<file path="src/rtl/bus_pkg.sv">
// bus_pkg: shared state type, error word and region-match helper for bus_fabric.
package bus_pkg;

    typedef enum logic [1:0] {
        BUS_IDLE,
        BUS_ACCESS,
        BUS_RESP
    } bus_state_t;

    localparam logic [31:0] BUS_ERR_RDATA = 32'hDEAD_BEEF;

    // A region claims an address when the masked address equals the region base.
    function automatic logic addr_hit(
        input logic [31:0] addr,
        input logic [31:0] base,
        input logic [31:0] mask
    );
        return (addr & mask) == base;
    endfunction

endpackage

</file>
<file path="src/rtl/bus_addr_decoder.sv">
// bus_addr_decoder: combinational priority decode of a CPU address against the
// base/mask region table. The lowest-numbered matching region wins.
module bus_addr_decoder
    import bus_pkg::*;
#(
    parameter int                       NUM_SLAVES = 4,
    parameter int                       IDX_W      = 2,
    parameter logic [NUM_SLAVES*32-1:0] SLAVE_BASE = '0,
    parameter logic [NUM_SLAVES*32-1:0] SLAVE_MASK = '0
) (
    input  logic [31:0]           i_addr,
    output logic                  o_hit,
    output logic [NUM_SLAVES-1:0] o_oneHot,
    output logic [IDX_W-1:0]      o_idx
);

    // Scan from the top index down so the lowest matching region is the one left standing.
    always_comb begin
        o_hit    = 1'b0;
        o_oneHot = '0;
        o_idx    = '0;
        for (int i = NUM_SLAVES - 1; i >= 0; i--) begin
            if (addr_hit(i_addr, SLAVE_BASE[i*32 +: 32], SLAVE_MASK[i*32 +: 32])) begin
                o_hit       = 1'b1;
                o_oneHot    = '0;
                o_oneHot[i] = 1'b1;
                o_idx       = IDX_W'(i);
            end
        end
    end

endmodule

</file>
<file path="src/rtl/bus_fabric.sv">
// bus_fabric: single-master, N-slave interconnect for the picorv32 native memory bus.
// Each CPU access is decoded against a base/mask table and forwarded to one slave;
// unmapped accesses get an error word and raise the sticky error flag.
// Optional build macro BUS_TIMEOUT_EN: abort a slave that stalls for TIMEOUT_CYCLES.
module bus_fabric
    import bus_pkg::*;
#(
    parameter int                       NUM_SLAVES     = 4,
    parameter int                       DATA_W         = 32,
    parameter logic [NUM_SLAVES*32-1:0] SLAVE_BASE     = {32'h0000_3000, 32'h0000_2000,
                                                          32'h0000_1000, 32'h0000_0000},
    parameter logic [NUM_SLAVES*32-1:0] SLAVE_MASK     = {4{32'hFFFF_F000}},
    parameter logic [DATA_W-1:0]        ERR_RDATA      = DATA_W'(BUS_ERR_RDATA),
    parameter int                       TIMEOUT_CYCLES = 255
) (
    input  logic                         clk_i,
    input  logic                         rst_ni,
    input  logic                         m_valid_i,
    output logic                         m_ready_o,
    input  logic [31:0]                  m_addr_i,
    input  logic [DATA_W-1:0]            m_wdata_i,
    input  logic [DATA_W/8-1:0]          m_wstrb_i,
    output logic [DATA_W-1:0]            m_rdata_o,
    output logic [NUM_SLAVES-1:0]        s_valid_o,
    output logic [31:0]                  s_addr_o,
    output logic [DATA_W-1:0]            s_wdata_o,
    output logic [DATA_W/8-1:0]          s_wstrb_o,
    input  logic [NUM_SLAVES-1:0]        s_ready_i,
    input  logic [NUM_SLAVES*DATA_W-1:0] s_rdata_i,
    output logic                         err_o,
    output logic [31:0]                  err_addr_o
);

    localparam int STRB_W = DATA_W / 8;
    localparam int IDX_W  = (NUM_SLAVES > 1) ? $clog2(NUM_SLAVES) : 1;

    bus_state_t            r_state;
    bus_state_t            w_nextState;
    logic                  w_hit;
    logic [NUM_SLAVES-1:0] w_oneHot;
    logic [IDX_W-1:0]      w_idx;
    logic [IDX_W-1:0]      r_idx;
    logic [NUM_SLAVES-1:0] r_sValid;
    logic [31:0]           r_sAddr;
    logic [DATA_W-1:0]     r_sWdata;
    logic [STRB_W-1:0]     r_sWstrb;
    logic [DATA_W-1:0]     r_mRdata;
    logic                  r_err;
    logic [31:0]           r_errAddr;
    logic                  w_slaveReady;
    logic [DATA_W-1:0]     w_slaveRdata;
    logic                  w_timeout;
    logic                  w_miss;
    logic                  w_raiseErr;
    logic [31:0]           w_errAddr;

    bus_addr_decoder #(
        .NUM_SLAVES (NUM_SLAVES),
        .IDX_W      (IDX_W),
        .SLAVE_BASE (SLAVE_BASE),
        .SLAVE_MASK (SLAVE_MASK)
    ) u_decoder (
        .i_addr   (m_addr_i),
        .o_hit    (w_hit),
        .o_oneHot (w_oneHot),
        .o_idx    (w_idx)
    );

    // Pick the ready and read data of the slave latched for the current access only.
    always_comb begin
        w_slaveReady = 1'b0;
        w_slaveRdata = '0;
        for (int i = 0; i < NUM_SLAVES; i++) begin
            if (IDX_W'(i) == r_idx) begin
                w_slaveReady = s_ready_i[i];
                w_slaveRdata = s_rdata_i[i*DATA_W +: DATA_W];
            end
        end
    end

`ifdef BUS_TIMEOUT_EN
    logic [15:0] r_waitCnt;

    // Count wait states of the access in flight; restarted while idle so each access starts at zero.
    always_ff @(posedge clk_i) begin
        if (!rst_ni) begin
            r_waitCnt <= '0;
        end else if (r_state != BUS_ACCESS) begin
            r_waitCnt <= '0;
        end else if (!w_slaveReady) begin
            r_waitCnt <= r_waitCnt + 16'd1;
        end
    end

    assign w_timeout = (r_state == BUS_ACCESS) && !w_slaveReady &&
                       (r_waitCnt == 16'(TIMEOUT_CYCLES - 1));
`else
    logic [15:0] w_unusedTimeout;

    assign w_unusedTimeout = 16'(TIMEOUT_CYCLES);
    assign w_timeout       = 1'b0;
`endif

    assign w_miss     = (r_state == BUS_IDLE) && m_valid_i && !w_hit;
    assign w_raiseErr = w_miss || w_timeout;
    assign w_errAddr  = w_timeout ? r_sAddr : m_addr_i;

    // State register; reset drops any access in flight without a response.
    always_ff @(posedge clk_i) begin
        if (!rst_ni) begin
            r_state <= BUS_IDLE;
        end else begin
            r_state <= w_nextState;
        end
    end

    // Next-state logic: a miss skips straight to the response, a hit waits on its slave.
    always_comb begin
        w_nextState = r_state;
        unique case (r_state)
            BUS_IDLE: begin
                if (m_valid_i) begin
                    w_nextState = w_hit ? BUS_ACCESS : BUS_RESP;
                end
            end
            BUS_ACCESS: begin
                if (w_slaveReady || w_timeout) begin
                    w_nextState = BUS_RESP;
                end
            end
            BUS_RESP: begin
                w_nextState = BUS_IDLE;
            end
            default: begin
                w_nextState = BUS_IDLE;
            end
        endcase
    end

    // Request latching toward the slaves and read-data capture toward the CPU.
    always_ff @(posedge clk_i) begin
        if (!rst_ni) begin
            r_sValid <= '0;
            r_sAddr  <= '0;
            r_sWdata <= '0;
            r_sWstrb <= '0;
            r_idx    <= '0;
            r_mRdata <= '0;
        end else begin
            case (r_state)
                BUS_IDLE: begin
                    if (m_valid_i) begin
                        if (w_hit) begin
                            r_sValid <= w_oneHot;
                            r_sAddr  <= m_addr_i;
                            r_sWdata <= m_wdata_i;
                            r_sWstrb <= m_wstrb_i;
                            r_idx    <= w_idx;
                        end else begin
                            r_mRdata <= ERR_RDATA;
                        end
                    end
                end
                BUS_ACCESS: begin
                    if (w_slaveReady) begin
                        r_sValid <= '0;
                        r_mRdata <= w_slaveRdata;
                    end else if (w_timeout) begin
                        r_sValid <= '0;
                        r_mRdata <= ERR_RDATA;
                    end
                end
                default: begin
                end
            endcase
        end
    end

    // Sticky error flag; the address is recorded only for the first error after reset.
    always_ff @(posedge clk_i) begin
        if (!rst_ni) begin
            r_err     <= 1'b0;
            r_errAddr <= '0;
        end else if (w_raiseErr && !r_err) begin
            r_err     <= 1'b1;
            r_errAddr <= w_errAddr;
        end
    end

    assign m_ready_o  = (r_state == BUS_RESP);
    assign m_rdata_o  = r_mRdata;
    assign s_valid_o  = r_sValid;
    assign s_addr_o   = r_sAddr;
    assign s_wdata_o  = r_sWdata;
    assign s_wstrb_o  = r_sWstrb;
    assign err_o      = r_err;
    assign err_addr_o = r_errAddr;

endmodule
</file>
<file path="config.mk">
export PLATFORM = sky130hd
export DESIGN_NAME = bus_fabric
export DESIGN_NICKNAME = d
export VERILOG_FILES = /design/src/rtl/bus_pkg.sv /design/src/rtl/bus_addr_decoder.sv /design/src/rtl/bus_fabric.sv
export SDC_FILE = /design/constraint.sdc
export NUM_CORES = 1
export LEC_CHECK = 0
export CAP_MARGIN = 30
export CORE_ASPECT_RATIO = 1.25
export CORE_MARGIN = 10
export CORE_UTILIZATION = 35
export CTS_CLUSTER_DIAMETER = 100
export CTS_CLUSTER_SIZE = 14
export DETAILED_ROUTE_END_ITERATION = 16
export GPL_TIMING_DRIVEN = 0
export PLACE_DENSITY = 0.82
export SLEW_MARGIN = 20
export SYNTH_ARGS = -nofsm -noshare
export SYNTH_HDL_FRONTEND = slang
export SYNTH_SLANG_ARGS = --single-unit
</file>
<file path="constraint.sdc">
create_clock -name clk_i -period 1.8 [get_ports clk_i]
set_input_delay 0.18 -clock clk_i [delete_from_list [all_inputs] [get_ports clk_i]]
set_output_delay 0.18 -clock clk_i [all_outputs]
set_load 0.005 [all_outputs]
</file>
---- Yosys cells after proc, flatten, opt, wreduce, memory -nomap -nowiden ----
Index checks and enable logic that the tools add are counted.
cells by class
  add/sub/neg operators ................... 0
  equality and inequality tests ........... 12
  multiply operators ...................... 0
  magnitude comparators ................... 0
  mux-type cells .......................... 32
  reduce and logical (&&, ||, !) cells .... 13
  shifts and indexed selects .............. 0
  div/mod/pow operators ................... 0
  bitwise gates (word level) .............. 0
operators with widths
  cell                                                  count
  two-way mux 32 bit                                    7
  one-hot mux 32 bit (2 select lines)                   1
  equality test 20 x 2 -> 1 bit, second input constant  2
  logical NOT 32 bit                                    1
  two-way mux 4 bit                                     7
  equality test 20 x 1 -> 1 bit, second input constant  1
  two-way mux 2 bit                                     7
  two-way mux 1 bit                                     8
  != test 2 bit, second input constant                  4
  one-hot mux 4 bit (2 select lines)                    1
  AND reduction 4 bit                                   2
  equality test 2 bit, first input constant             2
  logical NOT 2 bit                                     2
  one-hot mux 2 bit (2 select lines)                    1
  logical AND 1 bit                                     3
  AND reduction 3 bit                                   1
  equality test 1 x 2 -> 1 bit, first input constant    1
  equality test 2 x 1 -> 1 bit, second input constant   1
  equality test 2 bit, second input constant            1
  logical NOT 1 bit                                     2
  AND reduction 2 bit                                   1
  nonzero test 2 bit                                    1
storage, ports and cells
  bits in latches ......................... 0
  memories ................................ 0
  RAM bits ................................ 0
  word-level logic and storage cells ...... 66
  bits in read-only memories .............. 0
  bits of input ports ..................... 203
  output and inout port bits .............. 138
  register bits after elaboration ......... 141

---- Logic depth before layout (Yosys ltp) ----
  depth in word-level cells ............... 8
  gate-level depth with buffers ........... 8
  mapped depth without buffers ............ 5

---- Hierarchy ----
From an unflattened synthesis, not the netlist that was laid out.
unflattened totals
  cells, all modules ...................... 720
  area, all modules ....................... 6262.3 um2
modules (own cells, without submodules)
  module            sequential area each (um2)  area each (um2)  cells each  instances
  bus_fabric        2822.7                      6160.9           704         1
  bus_addr_decoder  0.0                         101.3            16          1

---- Worst setup path after synthesis ----
No wires, ideal clock.
  path kind ............................... reg-to-reg
  start point ............................. reg r_idx[0]
  end point ............................... reg r_mRdata[10] (netlist: m_rdata_o[10])
  buffers on the path ..................... 3
  data arrival time ....................... 1.656 ns
  period minus slack after synthesis ...... 1.783 ns
  library setup time ...................... 0.127 ns
  cell stages (with the launch flop) ...... 9
  setup slack ............................. 0.017 ns
  required time ........................... 1.673 ns
  path through ............................ dfxtp_1 -> buf_6 -> mux4_2 -> a21o_1 -> o41a_1 -> buf_6 -> buf_6 -> o211ai_2 -> o21ai_1
between the ends
  word-level cells in the longest chain between the ends .. 7
  elaborated cells on any way between the ends .. 16
  classes of those cells .................. eq/ne: 4; mux: 10; reduce/logical: 2
ends and longest elaborated chain
  item                                                                                  RTL line           text
  start: declaration                                                                    bus_fabric.sv:42   logic [IDX_W-1:0] r_idx;
  start signal: assignment                                                              bus_fabric.sv:158  r_idx <= w_idx;
  logical NOT 2 bit                                                                     bus_fabric.sv:74   if (IDX_W'(i) == r_idx) begin
  two-way mux 1 bit or two-way mux 32 bit (tied branches) (4 in series)                 bus_fabric.sv:74
  != test 2 bit (no line) or two-way mux 32 bit (tied branches)                         --
  AND reduction 4 bit (no line) or one-hot mux 32 bit (2 select lines) (tied branches)  --
  end signal: assignment                                                                bus_fabric.sv:167  r_mRdata <= w_slaveRdata;
  end: declaration                                                                      bus_fabric.sv:47   logic [DATA_W-1:0] r_mRdata;
Parallel ways exist; a longest one is shown, timed or not. The select of a mux whose other input is x is not followed.
A chain may end at the register's enable or synchronous reset.

---- Final worst setup path ----
  start point ............................. in m_addr_i[14]
  end point ............................... reg r_mRdata[12] (netlist: m_rdata_o[12])
between the ends
  word-level cells in the longest chain between the ends .. 7
  elaborated cells on any way between the ends .. 10
  classes of those cells .................. eq/ne: 4; mux: 4; reduce/logical: 2
ends and longest elaborated chain
  item                               RTL line                text
  start: declaration                 bus_fabric.sv:20        input logic [31:0] m_addr_i,
  equality test 20 x 2 -> 1 bit      bus_pkg.sv:18           return (addr & mask) == base;
  two-way mux 1 bit (3 in series)    bus_addr_decoder.sv:23  if (addr_hit(i_addr, SLAVE_BASE[i*32 +: 32], SLAVE_MASK[i*32 +: 32])) begin
  two-way mux 1 bit (*)              bus_addr_decoder.sv:23
  != test 2 bit (no line) (*)        --
  AND reduction 4 bit (no line) (*)  --
Every way passes the cells marked *; elsewhere a longest branch is shown, timed or not.

==> results.py <==
metrics = {
    "die": {
        "io_pins": 341,
        "die_h_um": 167,
        "chipWidth_um": 138,
        "rows": 53,
        "dieArea_um2": 23000,
        "initial_core_util": 0.358,
        "core_um2": 16900,
    },
    "cells_and_area": {
        "multi_input_area_um2": 2970,
        "final_cell_area_um2": 10600,
        "fin_util": 0.627,
        "mostFrequentLayoutCells": "clkdlybuf4s50_1, nand2_1, dfxtp_1",
        "syn_to_final_growth_pct": 75.4,
        "drive_above_1_share": 0.145,
        "layout_commonest_cell": "clkdlybuf4s50_1",
        "seq_area_um2": 2830,
        "fillers": 1392,
        "nets": 1205,
    },
    "routing": {
        "drc": 0,
        "via_per_inst": 5.06,
        "dr_total_vias": 6250,
        "drtIter0Drc": 279,
        "antenna_left": 0,
        "drt_wl_total_mm": 26.2,
        "first_pass_iters": 5,
        "wl_per_cell_um": 21.2,
    },
    "sta": {
        "worst_hold_slack_ns": 0.0791,
        "skew_ns": 0.00925,
        "finalSetupTns_ns": -1.41,
        "period_share": 1.05,
        "rsz0062_at_grt": "yes",
        "drv_slew": 0,
        "final-setup-viol-count": 32,
        "setup_slack_ns": -0.0838,
        "fin_crit_ns": 1.88,
        "hold_viol": 0,
        "max_freq_ghz": 0.531,
        "tightest_slew_ns": 0.591,
        "max_slew_margin": 0.606,
    },
    "synthesis": {
        "ys_types": 32,
        "synth_compound_area_frac": 0.182,
        "synth.yosys.seq_area_share": 0.467,
        "synthXorXnorAreaFrac": 0,
        "synth_area_um2": 6050,
        "ys.warnings.count": 0,
        "ys_seq_elements": 141,
        "synth_nets": 836,
        "synth_top_family_by_area": "compound AO/OA/AOI/OAI gates",
        "synth_mux_area_frac": 0.123,
        "synthCells": 633,
        "syn_avg_cell_area_um2": 9.55,
        "synthAdderAreaFrac": 0,
        "synth-simple-area-share": 0.177,
    },
    "placed_design": {
        "hpwlAfterDp_mm": 20.8,
        "io_buffers": 340,
        "postPlaceCellArea_um2": 9730,
        "dp_slack_ns": -0.710,
        "gp_congestion": 0.867,
    },
    "pwr": {
        "leakagePower_nw": 3.82,
        "p_clk_frac": 0.432,
        "seq_power_share": 0.415,
        "combPwrFrac": 0.154,
        "swShare": 0.229,
        "peakVddDrop_v": 0.000526,
        "intPower_w": 0.00610,
        "p_per_area_nw_per_um2": 746,
        "power.switching_w": 0.00181,
    },
    "outcome": {
        "status": "finished with violations",
        "violations": "negative setup slack",
    },
    "global_route": {
        "grt_start_max_net_pins": 17,
        "antenna_found_initial": 4,
        "grt_usage": 0.223,
        "overflow": 0,
        "grt_pass1_vias": 6509,
        "grt_first_pass_wirelength_mm": 39.1,
    },
    "flow_run": {
        "max_cap_violations": 0,
    },
    "clocking": {
        "cts_tree": "built",
        "cts_sinks": 141,
        "cts_hold_buffers": 0,
        "insertion_delay_ns": 0.42,
        "root_buffer": "clkbuf_16",
        "cts_made_buffers": 17,
        "clkTransAtPathRegs_ns": 0.06,
        "cts_max_path_buffers": 2,
        "h-tree-depth": 4,
    },
    "setup_path": {
        "crit_path_start_kind": "input port",
        "cp.arrival_ns": 2.18,
        "crit_path_max_fanout": 7,
        "worst_ep_required_time_ns": 2.09,
        "worstSetupPathType": "input port to register",
        "end_kind": "register",
    },
    "hold_path": {
        "hold_path.class": "input port to register",
    },
}
==> final timing paths <==
check / start / endpoint / slack, ns / depth (start not counted)
min: m_addr_i[28] / err_addr_o[28] / 0.08 / 3
max: m_addr_i[14] / m_rdata_o[12] / -0.08 / 9
max reg2reg: r_idx[0] / m_rdata_o[12] / -0.07 / 7
min reg2reg: s_wdata_o[0] / s_wdata_o[0] / 0.45 / 2
==> cell usage after synthesis, drive strengths merged <==
master / number / share of area
dfxtp: 141 / 0.47
nand2: 168 / 0.10
nand4: 9 / 0.0093
nand2b: 1 / 0.0010
buf: 27 / 0.029
o21ai: 65 / 0.054
inv: 2 / 0.0012
nor3b: 1 / 0.0012
and3b: 1 / 0.0014
or3: 1 / 0.0010
o2bb2ai: 4 / 0.0058
a21o: 1 / 0.0012
nor2b: 2 / 0.0021
and3: 18 / 0.019
nand4b: 1 / 0.0014
clkbuf: 34 / 0.021
nor4: 4 / 0.0041
nand3: 33 / 0.027
o21a: 1 / 0.0012
nor3: 2 / 0.0025
a21boi: 54 / 0.067
o211ai: 25 / 0.051
mux4: 33 / 0.12
nor2: 4 / 0.0025
o41a: 1 / 0.0019
==> cell families after synthesis <==
group,count (synthesis)
and+or+nand+nor,245
AOI/OAI and AO/OA,151
DFF,141
buffers and inverters,63
muxes,33
==> routing by layer <==
layer	GRT usage	vias up	wire [um]	part of all wire
met3	0.0759	51	2250	0.086
met2	0.373	229	13200	0.50
met5	0	-	47	0.0018
met4	0.0941	6	856	0.033
met1	0.249	2991	9880	0.38
li1	-	2973	-	-
==> flip-flops by register name (all words and copies together), names as in the netlist <==
| signal | cells |
|---|---|
| err_addr_o | 32 |
| err_o | 1 |
| m_rdata_o | 32 |
| r_idx | 2 |
| r_state | 2 |
| s_addr_o | 32 |
| s_valid_o | 4 |
| s_wdata_o | 32 |
| s_wstrb_o | 4 |
==> what timing repair did <==
action	in CTS	in global routing
setup buffers	6	4
endpoints found under the setup margin	140	141
pin swaps	9	9
gates resized for setup	29	41
gates cloned	0	4
==> through the flow <==
stage | instances | total power [W]
after floorplan | 633 | 0.00368
after global placement | 1193 | 0.00446
after detailed placement | 1193 | 0.00448
after CTS | 1228 | 0.00791
after global routing | 1235 | 0.00819
final | 1235 | 0.00791
==> power by group through the flow <==
stage / clock, W / combinational, W / sequential (W)
2_1_floorplan: 0 / 0.000329 / 0.00335
3_3_place_gp: 0 / 0.00112 / 0.00334
3_5_place_dp: 0 / 0.00113 / 0.00335
4_1_cts: 0.00347 / 0.00116 / 0.00328
5_1_grt: 0.00360 / 0.00129 / 0.00329
6_report: 0.00341 / 0.00121 / 0.00328
==> layout make-up <==
| type | count | area share |
|---|---|---|
| diodes | 1 | 0.000236 |
| plain buffers | 57 | 0.0363 |
| clock buffers | 20 | 0.0431 |
| clock inverters | 11 | 0.0112 |
| inverters | 2 | 0.000708 |
| multi-input cells | 429 | 0.280 |
| flip-flops and latches | 141 | 0.266 |
| well taps | 220 | 0.0259 |
| repair buffers | 354 | 0.336 |
==> worst max-delay path, stage by stage <==
cell	delay (ns)
clkdlybuf4s50_1	0.45
nor4_2	0.33
nand2_1	0.10
buf_4	0.18
o41a_1	0.43
buf_6	0.19
buf_12	0.14
o211ai_2	0.08
o21ai_1	0.11
Note: power is estimated with default switching activity, not from simulation.
